## config.mk

```make
export PLATFORM = sky130hd
export DESIGN_NAME = register_7bit_inc_arb
export DESIGN_NICKNAME = d
export VERILOG_FILES = /design/src/rtl/register_7bit_inc_arb.sv
export SDC_FILE = /design/constraint.sdc
export NUM_CORES = 1
export LEC_CHECK = 0
export ABC_CLOCK_PERIOD_IN_PS = 2700
export CORE_MARGIN = 2
export CORE_UTILIZATION = 39
export DETAILED_ROUTE_END_ITERATION = 12
export GPL_ROUTABILITY_DRIVEN = 0
export MAX_ROUTING_LAYER = met4
export PLACE_DENSITY = 0.75
export SLEW_MARGIN = 20
export SYNTH_ARGS = -nofsm -noshare
export SYNTH_HDL_FRONTEND = slang
export SYNTH_SLANG_ARGS = --single-unit
```

## constraint.sdc

```tcl
create_clock -name CLK -period 2.7 [get_ports CLK]
set_input_delay 0.27 -clock CLK [delete_from_list [all_inputs] [get_ports CLK]]
set_output_delay 0.27 -clock CLK [all_outputs]
set_load 0.005 [all_outputs]
```

## src/rtl/register_7bit_inc_arb.sv

```systemverilog
// Two 7-bit channel registers sharing one +1 incrementer, with round-robin arbitration between them.
// Optional build macro REGISTER_INC_SATURATE_EN: an increment of 7'h7F holds 7'h7F instead of wrapping to 7'h00.
module register_7bit_inc_arb #(
    parameter logic [6:0] RST_A = 7'h00,
    parameter logic [6:0] RST_B = 7'h00
) (
    input  logic       CLK,
    input  logic       RST,
    input  logic       REQ_A,
    input  logic       REQ_B,
    input  logic       LD_A,
    input  logic       LD_B,
    input  logic [6:0] LDV_A,
    input  logic [6:0] LDV_B,
    output logic [6:0] Q_A,
    output logic [6:0] Q_B,
    output logic       GNT_A,
    output logic       GNT_B,
    output logic       WRAP_A,
    output logic       WRAP_B,
    output logic       LAST
);

    logic [6:0] q_a_reg, q_a_next;
    logic [6:0] q_b_reg, q_b_next;
    logic       gnt_a_reg, gnt_a_next;
    logic       gnt_b_reg, gnt_b_next;
    logic       wrap_a_reg, wrap_a_next;
    logic       wrap_b_reg, wrap_b_next;
    logic       last_reg, last_next;

    logic       elig_a, elig_b;
    logic       win_a, win_b;

    logic [6:0] inc_in;
    logic [6:0] inc_not_in;
    logic [6:0] inc_sum;
    logic [7:0] inc_carry;
    logic       inc_overflow;
    logic [6:0] inc_result;

    // A channel that is loading this cycle does not compete for the incrementer.
    assign elig_a = REQ_A & ~LD_A;
    assign elig_b = REQ_B & ~LD_B;

    // On a tie the channel not served last wins; last_reg = 1 means B was served last.
    assign win_b = elig_b & (~elig_a | ~last_reg);
    assign win_a = elig_a & ~win_b;

    assign inc_in     = win_b ? q_b_reg : q_a_reg;
    assign inc_not_in = ~inc_in;
    assign inc_carry[0] = 1'b1;

    generate
        for (genvar gi = 0; gi < 7; gi++) begin : g_inc
            assign inc_sum[gi]       = inc_carry[gi] ? inc_not_in[gi] : inc_in[gi];
            assign inc_carry[gi + 1] = inc_carry[gi] & inc_in[gi];
        end
    endgenerate

    assign inc_overflow = inc_carry[7];

`ifdef REGISTER_INC_SATURATE_EN
    assign inc_result = inc_overflow ? 7'h7F : inc_sum;
`else
    assign inc_result = inc_sum;
`endif

    always_comb begin
        q_a_next    = q_a_reg;
        q_b_next    = q_b_reg;
        gnt_a_next  = win_a;
        gnt_b_next  = win_b;
        wrap_a_next = win_a & inc_overflow;
        wrap_b_next = win_b & inc_overflow;
        last_next   = last_reg;

        if (LD_A)
            q_a_next = LDV_A;
        else if (win_a)
            q_a_next = inc_result;

        if (LD_B)
            q_b_next = LDV_B;
        else if (win_b)
            q_b_next = inc_result;

        if (win_a)
            last_next = 1'b0;
        else if (win_b)
            last_next = 1'b1;
    end

    always_ff @(posedge CLK or posedge RST) begin
        if (RST) begin
            q_a_reg    <= RST_A;
            q_b_reg    <= RST_B;
            gnt_a_reg  <= 1'b0;
            gnt_b_reg  <= 1'b0;
            wrap_a_reg <= 1'b0;
            wrap_b_reg <= 1'b0;
            last_reg   <= 1'b1;
        end else begin
            q_a_reg    <= q_a_next;
            q_b_reg    <= q_b_next;
            gnt_a_reg  <= gnt_a_next;
            gnt_b_reg  <= gnt_b_next;
            wrap_a_reg <= wrap_a_next;
            wrap_b_reg <= wrap_b_next;
            last_reg   <= last_next;
        end
    end

    assign Q_A    = q_a_reg;
    assign Q_B    = q_b_reg;
    assign GNT_A  = gnt_a_reg;
    assign GNT_B  = gnt_b_reg;
    assign WRAP_A = wrap_a_reg;
    assign WRAP_B = wrap_b_reg;
    assign LAST   = last_reg;

endmodule

```

* Yosys cells after proc, flatten, opt, wreduce, memory -nomap -nowiden
Index checks and enable logic that the tools add are counted.
Storage, ports and cells: word-level logic and storage cells 42, output and inout port bits 19, flip-flop bits (word level) 19, bits of input ports 20
Operators by class: muxes and demuxes 13, bitwise gates (word level) 19, reductions and logical operators 3
Operator list (count):
- $mux W7 | 5
- $and A1 B1 Y1 | 12
- $mux W1 | 8
- $not A7 Y7 | 1
- $reduce_bool A2 Y1 | 3
- $not A1 Y1 | 5
- $or A1 B1 Y1 | 1

* Depth between registers and ports, before layout
depth after elaboration 14, gate-level depth with buffers 11, depth with buffers taken out 11

* Worst setup path after synthesis
No wires, ideal clock.
kind register to register, from reg last_reg, in the netlist LAST, to reg q_b_reg[6], in the netlist Q_B[6], clock period less this slack 2.790 ns, path buffers 0, slack -0.090 ns, stages on the path, launching flop included 11, setup time 0.126 ns, required time 2.574 ns, arrival time 2.664 ns, cell sequence dfstp_2 > nand3b_4 > nand3b_4 > mux2_2 > ha_1 > ha_1 > ha_1 > ha_1 > ha_1 > ha_1 > a221o_1
Between the ends: longest elaborated chain between the ends 12, elaborated cells between the ends (all ways) 14, classes of those cells 4 x mux; 9 x bitwise; 1 x reduce/logical
RTL lines:
- start: declaration | RTL line 30 | logic last_reg, last_next;
- start signal: assignment | RTL line 110 | last_reg <= last_next;
- $not A1 Y1 * | RTL line 47 | assign win_b = elig_b & (~elig_a | ~last_reg);
- $or A1 B1 Y1 * | RTL line 47
- $and A1 B1 Y1 * | RTL line 47
- $mux W7 | RTL line 50 | assign inc_in = win_b ? q_b_reg : q_a_reg;
- $and A1 B1 Y1 (5 in a row) | RTL line 57 | assign inc_carry[gi + 1] = inc_carry[gi] & inc_in[gi];
- $mux W1 | RTL line 56 | assign inc_sum[gi] = inc_carry[gi] ? inc_not_in[gi] : inc_in[gi];
- $mux W7 | RTL line 85 | else if (win_b)
- $mux W7 | RTL line 83 | if (LD_B)
- end signal: assignment | RTL line 105 | q_b_reg <= q_b_next;
- end: declaration | RTL line 25 | logic [6:0] q_b_reg, q_b_next;
Every way passes the cells marked *; elsewhere a longest branch is shown, timed or not. The select of a mux whose other input is x is not followed. A chain may end at the register's enable or synchronous reset.

* Worst setup path after layout
Ends and elaborated chain as after synthesis.

==> flow_metrics.env <==
export IMPL_clk_path_buf_depth=2
export IMPL_dp_cells=165
export IMPL_dpl_instance_area_um2=1550
export IMPL_cts_tree="done"
export IMPL_crit_family="adder cells"
export IMPL_rows=18
export IMPL_syn_nets=117
export IMPL_drive_gt1_share_pct=25.0
export IMPL_combPwrFrac_pct=33.7
export IMPL_cts_max_level=1
export IMPL_p_leak_nw=0.700
export IMPL_p_seq_share_pct=45.9
export IMPL_postRouteAntennaNets=0
export IMPL_hp_class="input pin to asynchronous set/reset pin"
export IMPL_required_ps=2900
export IMPL_p_switching_uw=223
export IMPL_criticalPathCategory="flip-flop to flip-flop"
export IMPL_yosys_warnings=0
export IMPL_antenna_found_initial=0
export IMPL_nFillCells=219
export IMPL_wl_um=2830
export IMPL_numCtsBuffers=3
export IMPL_drv_cap=0
export IMPL_finalMaxSlewViolations=0
export IMPL_layout_commonest_cell="clkdlybuf4s50_1"
export IMPL_p_int_uw=531
export IMPL_setup_violations=0
export IMPL_crit_top_cell="ha_2"
export IMPL_nets=167
export IMPL_finalCritPeriodShare_pct=97.2
export IMPL_synthesis_area_um2=1060
export IMPL_setup_tns_ps=0
export IMPL_first_pass_iters=4
export IMPL_endpoint_kind="flip-flop"
export IMPL_grt_max_degree=20
export IMPL_rsz0062_at_grt="false"
export IMPL_power_frac_clock_pct=20.4
export IMPL_areaGrowthSynthToFinish_pct=51.5
export IMPL_viasPerCell=5.50
export IMPL_layout_setup_ws_ps=75.7
export IMPL_reg2reg_depth=10
export IMPL_design_area_um2=1600
export IMPL_clkSinkCount=19
export IMPL_avgSynthCellArea_um2=11.6
export IMPL_fin_cells=170
export IMPL_cellPowerDensity_nw_per_um2=471
export IMPL_finalHoldViolCount=0
export IMPL_fin_crit_ps=2620
export IMPL_synth_distinct_cells=28
export IMPL_grt_use_total_pct=19.6
export IMPL_first_global_vias=959
export IMPL_yosysSeqAreaShare_pct=45.1
export IMPL_cp_start_kind="flip-flop"
export IMPL_core_area_um2=2520
export IMPL_reg2reg_to="Q_B[6]"
export IMPL_synth_top_area_cell="dfrtp_1"
export IMPL_vias=935
export IMPL_ys_seq_elements=19
export IMPL_cp_max_fo=4
export IMPL_route_detailed_drc=0
export IMPL_preCtsSetupSlack_ps=-246
export IMPL_outcome="finished clean"
export IMPL_post_dp_hpwl_um=2100
export IMPL_crit_arrival_ps=2820
export IMPL_ctsHoldBuffers=0
export IMPL_worst_slew_pin_transition_ps=750
export IMPL_switching_share_pct=29.6
export IMPL_critPathBufInv=0
export IMPL_r2r_start="LAST"
export IMPL_fmax_mhz=381
export IMPL_clk_latency_ps=310
export IMPL_dieArea_um2=3140
export IMPL_skew_ps=11.8
export IMPL_drt_initial_drc_count=13
export IMPL_rrSetupSlack_ps=80
export IMPL_cpMaxStageDelayCell="dfstp_2"
export IMPL_grt_pass1_wl_um=4660
export IMPL_grt_ovfl_total=0
export IMPL_portBuffers=38
export IMPL_synth_cells=91
export IMPL_cp_cell_sequence="nand3b_4 -> nand3b_4 -> mux2_4 -> ha_2 -> ha_2 -> ha_2 -> ha_2 -> ha_4 -> ha_4 -> a221o_1"
export IMPL_io_pins=39
export IMPL_initial_core_util_pct=41.9
export IMPL_root_buffer="clkbuf_4"
export IMPL_async_flop_share_pct=100
export IMPL_ys_flop_type="dfrtp_1"
export IMPL_dieHeight_um=56.1
export IMPL_synth_edf_count=0
export IMPL_synth_top_area_share_pct=42.6
export IMPL_ys_top_cells_by_area="dfrtp_1 43%, mux2_2 7.5%, ha_1 7.1%"
export IMPL_relSlewSlack_pct=49.9
export IMPL_startpoint="LAST"
export IMPL_n_antenna_cell=0
export IMPL_endpoint="Q_B[6]"
export IMPL_clkTransAtPathRegs_ps=130
export IMPL_cpPeakStageDelay_ps=590
export IMPL_finish_utilization_pct=63.5
export IMPL_ir_drop_mv=0.285
export IMPL_critical_path_depth=10
export IMPL_wl_per_cell_um=16.6
export IMPL_die_w_um=56.1
export IMPL_layout_common_cells="38 x clkdlybuf4s50_1, 18 x dfrtp_1, 12 x buf_4"
[through the flow]
stage	hold WS [ps]	power, mW
after floorplan	220	0.461
after global placement	511	0.593
after detailed placement	526	0.600
after CTS	405	0.751
after global routing	478	0.794
final	372	0.754
[power groups by stage]
stage               clock, mW  combinational (mW)  sequential, mW
global placement            0               0.244           0.349
finish                  0.154               0.254           0.346
detailed placement          0               0.250           0.351
floorplan                   0               0.112           0.348
CTS                     0.153               0.252           0.346
global route            0.165               0.279           0.350
[cells in the mapped netlist (2+ instances only)]
cell      instances
a221o_1           6
a32oi_1           6
and2_1            7
buf_6             2
clkbuf_1          3
dfrtp_1          18
ha_1              6
inv_1             4
mux2_2            7
nand3b_4          2
nor3_1            2
o21ai_0           7
o21ai_1           6
[registers in the layout (all words and copies together), names as in the netlist]
register	count
GNT_B	1
WRAP_A	1
WRAP_B	1
Q_A	7
GNT_A	1
LAST	1
Q_B	7
[what timing repair did]
item                                    in CTS  in global routing
buffers inserted                             0                  1
endpoints found under the setup margin       0                  1
resized for setup                            0                  2
[worst min-delay path by stage]
stage	startpoint	depth (start not counted)	slack, ps	endpoint
5_1_grt	RST	2	480	Q_B[3]
3_5_place_dp	Q_B[5]	1	530	Q_B[5]
3_3_place_gp	Q_B[5]	1	510	Q_B[5]
2_1_floorplan	RST	1	220	GNT_A
6_report	RST	2	370	Q_B[4]
4_1_cts	RST	2	400	GNT_B
[kinds of logic (layout without fill, tap and decap cells)]
group,count (synthesis),count (layout),synth area share (%)
buf+inv,10,59,4.97
flops,19,19,45.1
simple gates,19,19,14.6
compound gates,29,29,19.9
mux,8,8,8.40
fa+ha+maj,6,6,7.10
[area by class of cell]
cell class | count | area, µm² | area share, %
multi-input combinational | 62 | 571 | 35.6
sequential | 19 | 477 | 29.8
timing repair buffer | 50 | 470 | 29.4
tap | 30 | 37.5 | 2.34
clock buffer | 3 | 22.5 | 1.41
inverter | 5 | 18.8 | 1.17
clock inverter | 1 | 5.00 | 0.312
[layer usage]
layer	up-vias	GRT usage, %	routed length, µm	share of wire [%]
li1	442	-	-	-
met1	462	24.7	1250	44
met2	27	32.1	1430	51
met3	4	3.26	111	3.9
met4	0	6.46	32	1.1
met5	-	-	0	0
[worst register-to-register path, delay by kind of cell (launching register included)]
| family | cells | cell delay [ps] |
|---|---|---|
| adder cells (fa/ha/maj) | 6 | 1090 |
| flip-flops | 1 | 590 |
| AO/OA/AOI/OAI | 1 | 330 |
| multiplexers | 1 | 300 |
| AND/OR/NAND/NOR | 2 | 210 |
Note: power is estimated with default switching activity, not from simulation.
